==> src/rtl/instr_fetch_queue_pkg.sv <==
// rtl/instr_fetch_queue_pkg.sv - shared fetch state encoding, NOP and opcode constants
package instr_fetch_queue_pkg;

    typedef enum logic [1:0] {
        ST_BOOT  = 2'd0,
        ST_RUN   = 2'd1,
        ST_FLUSH = 2'd2
    } fetch_state_e;

    typedef struct packed {
        logic [31:0] pc;
        logic [31:0] instr;
    } fetch_entry_t;

    localparam logic [31:0] NOP_INSTR = 32'h0000_0013;

    localparam logic [6:0] OPC_LUI    = 7'b0110111;
    localparam logic [6:0] OPC_AUIPC  = 7'b0010111;
    localparam logic [6:0] OPC_JAL    = 7'b1101111;
    localparam logic [6:0] OPC_JALR   = 7'b1100111;
    localparam logic [6:0] OPC_BRANCH = 7'b1100011;
    localparam logic [6:0] OPC_LOAD   = 7'b0000011;
    localparam logic [6:0] OPC_STORE  = 7'b0100011;
    localparam logic [6:0] OPC_OP_IMM = 7'b0010011;
    localparam logic [6:0] OPC_OP     = 7'b0110011;

    // Masking keeps every bit of the operand live, so no unused-bit warnings upstream.
    function automatic logic [31:0] align_pc(input logic [31:0] pc);
        return pc & 32'hFFFF_FFFC;
    endfunction

endpackage

==> src/rtl/fetch_fifo2.sv <==
// rtl/fetch_fifo2.sv - two-entry in-order FIFO of {pc, instr} pairs with flush
module fetch_fifo2
    import instr_fetch_queue_pkg::*;
#(
    parameter logic [31:0] RESET_PC = 32'h0000_0000
) (
    input  logic         clk,
    input  logic         rst,
    input  logic         flush_i,
    input  logic         push_i,
    input  fetch_entry_t push_entry_i,
    input  logic         pop_i,
    output logic         full_o,
    output logic         empty_o,
    output logic [1:0]   count_o,
    output fetch_entry_t head_o
);

    fetch_entry_t entry_q [2];
    fetch_entry_t entry_d [2];
    logic [1:0]   count_q, count_d;
    logic         wr_ptr_q, wr_ptr_d;
    logic         rd_ptr_q, rd_ptr_d;
    logic         push_ok, pop_ok;

    assign full_o  = (count_q == 2'd2);
    assign empty_o = (count_q == 2'd0);
    assign count_o = count_q;
    assign head_o  = entry_q[rd_ptr_q];

    assign push_ok = push_i && (!full_o || pop_i);
    assign pop_ok  = pop_i && !empty_o;

    always_comb begin
        entry_d  = entry_q;
        count_d  = count_q;
        wr_ptr_d = wr_ptr_q;
        rd_ptr_d = rd_ptr_q;
        if (flush_i) begin
            count_d  = 2'd0;
            wr_ptr_d = 1'b0;
            rd_ptr_d = 1'b0;
        end else begin
            if (push_ok) begin
                entry_d[wr_ptr_q] = push_entry_i;
                wr_ptr_d          = ~wr_ptr_q;
            end
            if (pop_ok) begin
                rd_ptr_d = ~rd_ptr_q;
            end
            count_d = count_q + {1'b0, push_ok} - {1'b0, pop_ok};
        end
    end

    // Entries reset to a NOP at RESET_PC so the head reads cleanly while empty.
    always_ff @(posedge clk) begin
        if (rst) begin
            entry_q[0] <= '{pc: RESET_PC, instr: NOP_INSTR};
            entry_q[1] <= '{pc: RESET_PC, instr: NOP_INSTR};
            count_q    <= 2'd0;
            wr_ptr_q   <= 1'b0;
            rd_ptr_q   <= 1'b0;
        end else begin
            entry_q  <= entry_d;
            count_q  <= count_d;
            wr_ptr_q <= wr_ptr_d;
            rd_ptr_q <= rd_ptr_d;
        end
    end

endmodule

==> src/rtl/instr_fetch_queue.sv <==
// rtl/instr_fetch_queue.sv - instruction fetch sequencer feeding a two-entry decode queue
module instr_fetch_queue
    import instr_fetch_queue_pkg::*;
#(
    parameter logic [31:0] RESET_PC = 32'h0000_0000
) (
    input  logic        clk,
    input  logic        rst,
    output logic        imem_req,
    output logic [31:0] imem_addr,
    input  logic        imem_rvalid,
    input  logic [31:0] imem_rdata,
    input  logic        redirect_valid,
    input  logic [31:0] redirect_pc,
    output logic        code_valid,
    input  logic        code_ready,
    output logic [31:0] code,
    output logic [31:0] code_pc
);

    fetch_state_e state_q, state_d;
    logic [31:0]  pc_q, pc_d;
    logic         inflight_q, inflight_d;
    logic [31:0]  inflight_pc_q, inflight_pc_d;

    logic         req;
    logic         flush;
    logic         pop;
    logic         push;
    logic [2:0]   used;
    logic         credit_ok;

    logic         fifo_full, fifo_empty;
    logic [1:0]   fifo_count;
    fetch_entry_t fifo_head;
    fetch_entry_t push_entry;

    assign code_valid = !fifo_empty;
    assign code       = fifo_head.instr;
    assign code_pc    = fifo_head.pc;
    assign pop        = code_valid && code_ready;

    // Counting this cycle's pop lets a steady stream issue one fetch per cycle.
    assign used      = {1'b0, fifo_count} + {2'b00, inflight_q} - {2'b00, pop};
    assign credit_ok = (used < 3'd2);

    // A response arriving alongside a redirect belongs to the old path.
    assign push       = inflight_q && imem_rvalid && !redirect_valid && (!fifo_full || pop);
    assign push_entry = '{pc: inflight_pc_q, instr: imem_rdata};

    assign imem_req  = req;
    assign imem_addr = pc_q;

    always_comb begin
        state_d = state_q;
        pc_d    = pc_q;
        req     = 1'b0;
        flush   = 1'b0;
        if (redirect_valid) begin
            pc_d    = align_pc(redirect_pc);
            flush   = 1'b1;
            state_d = ST_FLUSH;
        end else begin
            case (state_q)
                ST_BOOT:  state_d = ST_RUN;
                ST_RUN: begin
                    if (credit_ok) begin
                        req  = 1'b1;
                        pc_d = pc_q + 32'd4;
                    end
                end
                ST_FLUSH: state_d = ST_RUN;
                default:  state_d = ST_BOOT;
            endcase
        end
    end

    always_comb begin
        inflight_d    = req;
        inflight_pc_d = req ? pc_q : inflight_pc_q;
    end

    always_ff @(posedge clk) begin
        if (rst) begin
            state_q       <= ST_BOOT;
            pc_q          <= align_pc(RESET_PC);
            inflight_q    <= 1'b0;
            inflight_pc_q <= RESET_PC;
        end else begin
            state_q       <= state_d;
            pc_q          <= pc_d;
            inflight_q    <= inflight_d;
            inflight_pc_q <= inflight_pc_d;
        end
    end

    fetch_fifo2 #(
        .RESET_PC (RESET_PC)
    ) u_fifo (
        .clk          (clk),
        .rst          (rst),
        .flush_i      (flush),
        .push_i       (push),
        .push_entry_i (push_entry),
        .pop_i        (pop),
        .full_o       (fifo_full),
        .empty_o      (fifo_empty),
        .count_o      (fifo_count),
        .head_o       (fifo_head)
    );

endmodule

==> config.mk <==
export PLATFORM = sky130hd
export DESIGN_NAME = instr_fetch_queue
export DESIGN_NICKNAME = d
export VERILOG_FILES = /design/src/rtl/instr_fetch_queue_pkg.sv /design/src/rtl/fetch_fifo2.sv /design/src/rtl/instr_fetch_queue.sv
export SDC_FILE = /design/constraint.sdc
export NUM_CORES = 1
export LEC_CHECK = 0
export BUFFER_PORTS_ARGS = -buffer_cell sky130_fd_sc_hd__buf_2
export CORE_UTILIZATION = 53
export DETAILED_ROUTE_END_ITERATION = 10
export PLACE_DENSITY = 0.86
export SLEW_MARGIN = 5
export SYNTH_ARGS = -nofsm -noshare
export SYNTH_HDL_FRONTEND = slang
export SYNTH_SLANG_ARGS = --single-unit
==> constraint.sdc <==
create_clock -name clk -period 3.8 [get_ports clk]
set_input_delay 0.57 -clock clk [delete_from_list [all_inputs] [get_ports clk]]
set_output_delay 0.57 -clock clk [all_outputs]
set_load 0.01 [all_outputs]
== Yosys cells after proc, flatten, opt, wreduce, memory -nomap -nowiden ==
Cells that the tools add are included.
Operators by class
  add/sub/neg operators: 5
  multipliers: 0
  div/mod/pow operators: 0
  order comparisons: 4
  equal/unequal tests: 4
  shifts and indexed selects: 0
  multiplexer cells: 15
  bitwise logic cells: 5
  reduce and logical (&&, ||, !) cells: 21
Operator list (number)
  64-bit two-way mux: 4
  128-bit bitwise mux: 1
  32-bit two-way mux: 3
  64-bit demux with 1-bit select: 1
  32-bit by 3-bit adder with 32-bit output (second input constant): 1
  1-bit logical AND: 7
  2-bit AND reduction: 3
  2-bit OR reduction: 3
  2-bit equality test (second input constant): 2
  2-bit greater-or-equal comparator (second input constant): 2
  2-bit zero test: 2
  1-bit two-way mux: 4
  1-bit inverter with 2-bit output: 2
  2-bit one-hot mux with 2 select lines: 1
  2-bit nonzero test: 2
  2-bit by 1-bit adder with 3-bit output: 1
  1-bit zero test: 3
  3-bit by 2-bit less-than comparator with 1-bit output (second input constant): 1
  1-bit inverter: 3
  3-bit by 1-bit subtractor with 3-bit output: 1
  2-bit by 1-bit adder with 2-bit output: 1
  2-bit by 1-bit equality test with 1-bit output (second input constant): 1
  2-bit by 1-bit less-than comparator with 1-bit output (second input constant): 1
  2-bit two-way mux: 1
  3 further kinds: 3
Storage, ports and cells
  flip-flop bits (word level): 199
  bits in latches: 0
  bits in writable memories: 0
  bits in read-only memories: 0
  input port bits: 69
  output and inout port bits: 98
  memories: 0

== Depth between registers and ports, before layout ==
  depth in word-level cells: 8
  gate-level depth with buffers: 11

== Modules after synthesis ==
Synthesis repeated with hierarchy kept, for this count alone.
Second synthesis, totals
  cell total of the unflattened synthesis: 932
  area total of the unflattened synthesis: 9160.0 µm²
Modules (own cells, without submodules)
  fetch_fifo2: instances 1, cells an instance 581, area each 6251.0 µm², seq. area each 2642.5 µm²
  instr_fetch_queue: instances 1, cells an instance 351, area each 2909.0 µm², seq. area each 1261.2 µm²

== Worst setup path before layout ==
OpenSTA, ideal clock, no wires.
  kind: register to output
  from: register u_fifo.count_q[1], in the netlist u_fifo.count_o[1]
  to: output port imem_req
  data arrival time: 2690 ps
  path slack: 540 ps
  cell stages (with the launch flop): 10
  buffers on the path: 2
  cells stage by stage: dfxtp_1 -> buf_6 -> or2_2 -> and2_1 -> ha_1 -> nand2b_1 -> fa_1 -> xor2_4 -> nor3_1 -> buf_2
On the way
  cells in the longest elaborated chain, start to end: 8
Ends and longest elaborated chain
  from (decl): RTL line fetch_fifo2.sv:21  | logic [1:0] count_q, count_d;
  from (signal assigned): RTL line fetch_fifo2.sv:65  | count_q <= count_d;
  2-bit zero test: RTL line fetch_fifo2.sv:27  | assign empty_o = (count_q == 2'd0);
  1-bit zero test: RTL line instr_fetch_queue.sv:38  | assign code_valid = !fifo_empty;
  named net code_valid: RTL line instr_fetch_queue.sv:15  | output logic code_valid,
  1-bit logical AND: RTL line instr_fetch_queue.sv:41  | assign pop = code_valid && code_ready;
  3-bit by 1-bit subtractor with 3-bit output: RTL line instr_fetch_queue.sv:44  | assign used = {1'b0, fifo_count} + {2'b00, inflight_q} - {2'b00, pop};
  3-bit by 2-bit less-than comparator with 1-bit output: RTL line instr_fetch_queue.sv:45  | assign credit_ok = (used < 3'd2);
  1-bit two-way mux: RTL line instr_fetch_queue.sv:67  | if (credit_ok) begin
  1-bit two-way mux: RTL line instr_fetch_queue.sv:64  | case (state_q)
  1-bit two-way mux: RTL line instr_fetch_queue.sv:59  | if (redirect_valid) begin
  to (decl): RTL line instr_fetch_queue.sv:9  | output logic imem_req,
The timed path passes the listed nets, and every way through them passes these cells.

== Worst setup path after layout ==
  from: register u_fifo.count_q[0], in the netlist u_fifo.count_o[0]
  to: output port imem_req
On the way
  cells in the longest elaborated chain, start to end: 8
Ends and longest elaborated chain (RTL line)
  branches (longest 3 deep; another with 2-bit by 1-bit adder with 3-bit output)
  3-bit by 1-bit subtractor with 3-bit output *: instr_fetch_queue.sv:44
  3-bit by 2-bit less-than comparator with 1-bit output *: instr_fetch_queue.sv:45
  1-bit two-way mux *: instr_fetch_queue.sv:67
  1-bit two-way mux *: instr_fetch_queue.sv:64
  1-bit two-way mux *: instr_fetch_queue.sv:59
Every way passes the cells marked *.

==> flow_summary.yaml <==
outcome:
  status: "finished clean"
drt:
  vias: 7268
  viasPerCell: 5.60
  wl_microns: 20700
  dr.pass1.iters: 5
  ant_nets: 0
  wire_per_inst_microns: 16.0
  drtIter0Drc: 506
  drc: 0
cts:
  cts_max_path_buffers: 2
  cts.sinks: 191
  cts_tree: "built"
  cts_buffers: 17
  cts_post_setup_buffers_inserted: 0
  clk_pin_slew_ns: 0.06
  cts_hold_buf: 0
  root_buffer: "clkbuf_16"
  cts_resized: 0
  cts_max_level: 4
  clk_latency_ns: 0.43
critical_path:
  crit_type: "reg2out"
  timing.rr.start: "u_fifo.count_o[0]$_SDFF_PP0_"
  worstPathRequired_ns: 3.23
  crit_fanout: 10
  crit_path_end_kind: "primary output"
  worst_r2r_path_depth: 9
  reg2reg_to: "imem_addr[30]$_SDFFE_PP0P_"
  r2r_setup_slack_ns: 0.53
  worstPathArrival_ns: 2.83
  start_kind: "flip-flop"
grt:
  grt_pass1_wl_microns: 33500
  antenna_found_initial: 0
  grt_max_degree: 103
  gr-total-overflow: 0
  grtUsageTotal_pct: 26.1
  grt_pass1_vias: 6710
run:
  drv_cap: 0
logic_synthesis:
  syn_area_sq_um: 8240
  synth_ff_type: "dfxtp_1"
  yosys_warnings: 0
  synth_cells: 977
  synthDistinctLibCells: 53
  synth_edf_count: 0
  async_flop_share_pct: 0
  ys_seq_area_share_pct: 46.4
  avgSynthCellArea_sq_um: 8.43
  synth-seq-cells: 191
finish:
  fill_cells: 1278
  final_common_cell: "nand2_1"
  design_area_sq_um: 9760
  nets: 1173
  n_antenna_cell: 0
  fin_util_pct: 64.2
  drive_gt1_share_pct: 25.0
  instances_no_fill: 1298
  syn_to_final_growth_pct: 18.5
  mostFrequentLayoutCells: "nand2_1, dfxtp_1, buf_2"
die:
  core-area_sq_um: 15200
  rows: 45
  ios: 167
  die_h_microns: 127
  die_x_microns: 127
  dieArea_sq_um: 16000
  start_util_pct: 54.2
place:
  port_buffers: 160
  place_congestion: 0.854
  post-dp-hpwl_microns: 13200
  dp.cells: 1268
  dpl-instance-area_sq_um: 9140
pwr:
  powerDensity_nw_per_um2: 428
  peakVddDrop_uv: 335
  p_leak_nw: 3.81
min_path:
  min_from: "redirect_pc[24]"
  hold_depth: 2
  hp-class: "in2reg"
  hold_path_end: "imem_addr[24]$_SDFFE_PP0P_"
timing:
  worst_slew_margin_rel_pct: 30.8
  rsz0062_at_grt: "no"
  setup_tns_ns: 0
  finalSetupViolCount: 0
  tightest_slew_ns: 1.04
  hold_viol: 0
  finalClockSkew_ns: 0.00642
  fin_crit_sh_pct: 89.5
  slew_violations: 0
  clock.fmax_mhz: 294
  fin_crit_ns: 3.40
  holdWs_ns: 0.353
worst max-delay path, stage by stage (launching register included):
cell      delay (ns)
dfxtp_1         0.33
or2_2           0.29
and2_1          0.18
ha_1            0.26
nand2b_1        0.15
fa_1            0.55
nand3b_2        0.21
nor3_2          0.23
buf_2           0.19
synthesized netlist by cell type (9+ instances only):
master    count  area [sq um]
a21oi_1     120           601
a311oi_1     14           123
clkbuf_1     58           218
dfxtp_1     191          3820
mux2_2       62           698
mux2i_1      30           300
nand2_1     265           995
nand3_1      10          50.1
nand4_1       9          56.3
nor2_1       68           255
nor4_1        9          56.3
o21ai_0       9          45.0
or3_1         9          56.3
metrics by stage:
| stage | setup slack [ns] | total power [mW] |
|---|---|---|
| 3_3_place_gp | 0.586 | 2.33 |
| 3_5_place_dp | 0.490 | 2.34 |
| 6_report | 0.400 | 4.18 |
| 4_1_cts | 0.395 | 4.21 |
| 2_1_floorplan | 0.540 | 2.24 |
| 5_1_grt | 0.263 | 4.32 |
logic make-up (layout without fill, tap and decap cells):
kind of cell | count (synthesis) | in the layout | synth area share [%]
mux | 92 | 92 | 12.1
xor+xnor | 11 | 11 | 1.40
fa+ha+maj | 5 | 5 | 0.851
other cells | 1 | 4 | 0.0455
simple gates | 422 | 422 | 22.7
flops | 191 | 191 | 46.4
compound gates | 174 | 174 | 12.5
buf+inv | 81 | 211 | 4.04
power breakdown:
group | switching [mW] | internal (mW)
Sequential | 0.0555 | 2.03
Combinational | 0.121 | 0.0874
Clock | 0.722 | 1.16
Total | 0.899 | 3.28
sequential cells by signal (all words and copies together) (netlist names):
signal / cells
imem_addr: 30
inflight_pc_q: 30
inflight_q: 1
state_q: 2
u_fifo.count_o: 2
u_fifo.entry_q: 124
u_fifo.rd_ptr_q: 1
u_fifo.wr_ptr_q: 1
layer usage:
layer	part of all wire, %	routed length [microns]	vias to the layer above	global-route usage (%)
met5	0	0	-	0
met4	1.8	378	0	8.89
met3	6.7	1390	31	5.31
met2	48	9960	248	44.4
met1	43	8990	3394	33.0
li1	-	-	3595	-
layout make-up:
cell class,count,area [sq um],share of cell area (%)
timing repair buffer,174,946,9.69
inverter,7,26.3,0.269
clock buffer,24,492,5.04
tap,188,235,2.41
clock inverter,6,130,1.33
sequential,191,3820,39.2
multi-input combinational,708,4110,42.1
how the worst max path moves through the flow:
stage / from / end / cells past startpoint
2_1_floorplan: u_fifo.count_o[1]$_SDFF_PP0_ / imem_req / 9
3_3_place_gp: code_ready / imem_addr[11]$_SDFFE_PP0P_ / 9
3_5_place_dp: code_ready / imem_addr[30]$_SDFFE_PP0P_ / 9
4_1_cts: u_fifo.count_o[0]$_SDFF_PP0_ / imem_req / 8
5_1_grt: u_fifo.count_o[0]$_SDFF_PP0_ / imem_req / 8
6_report: u_fifo.count_o[0]$_SDFF_PP0_ / imem_req / 8
No activity file was read; power rests on OpenSTA's default activity.
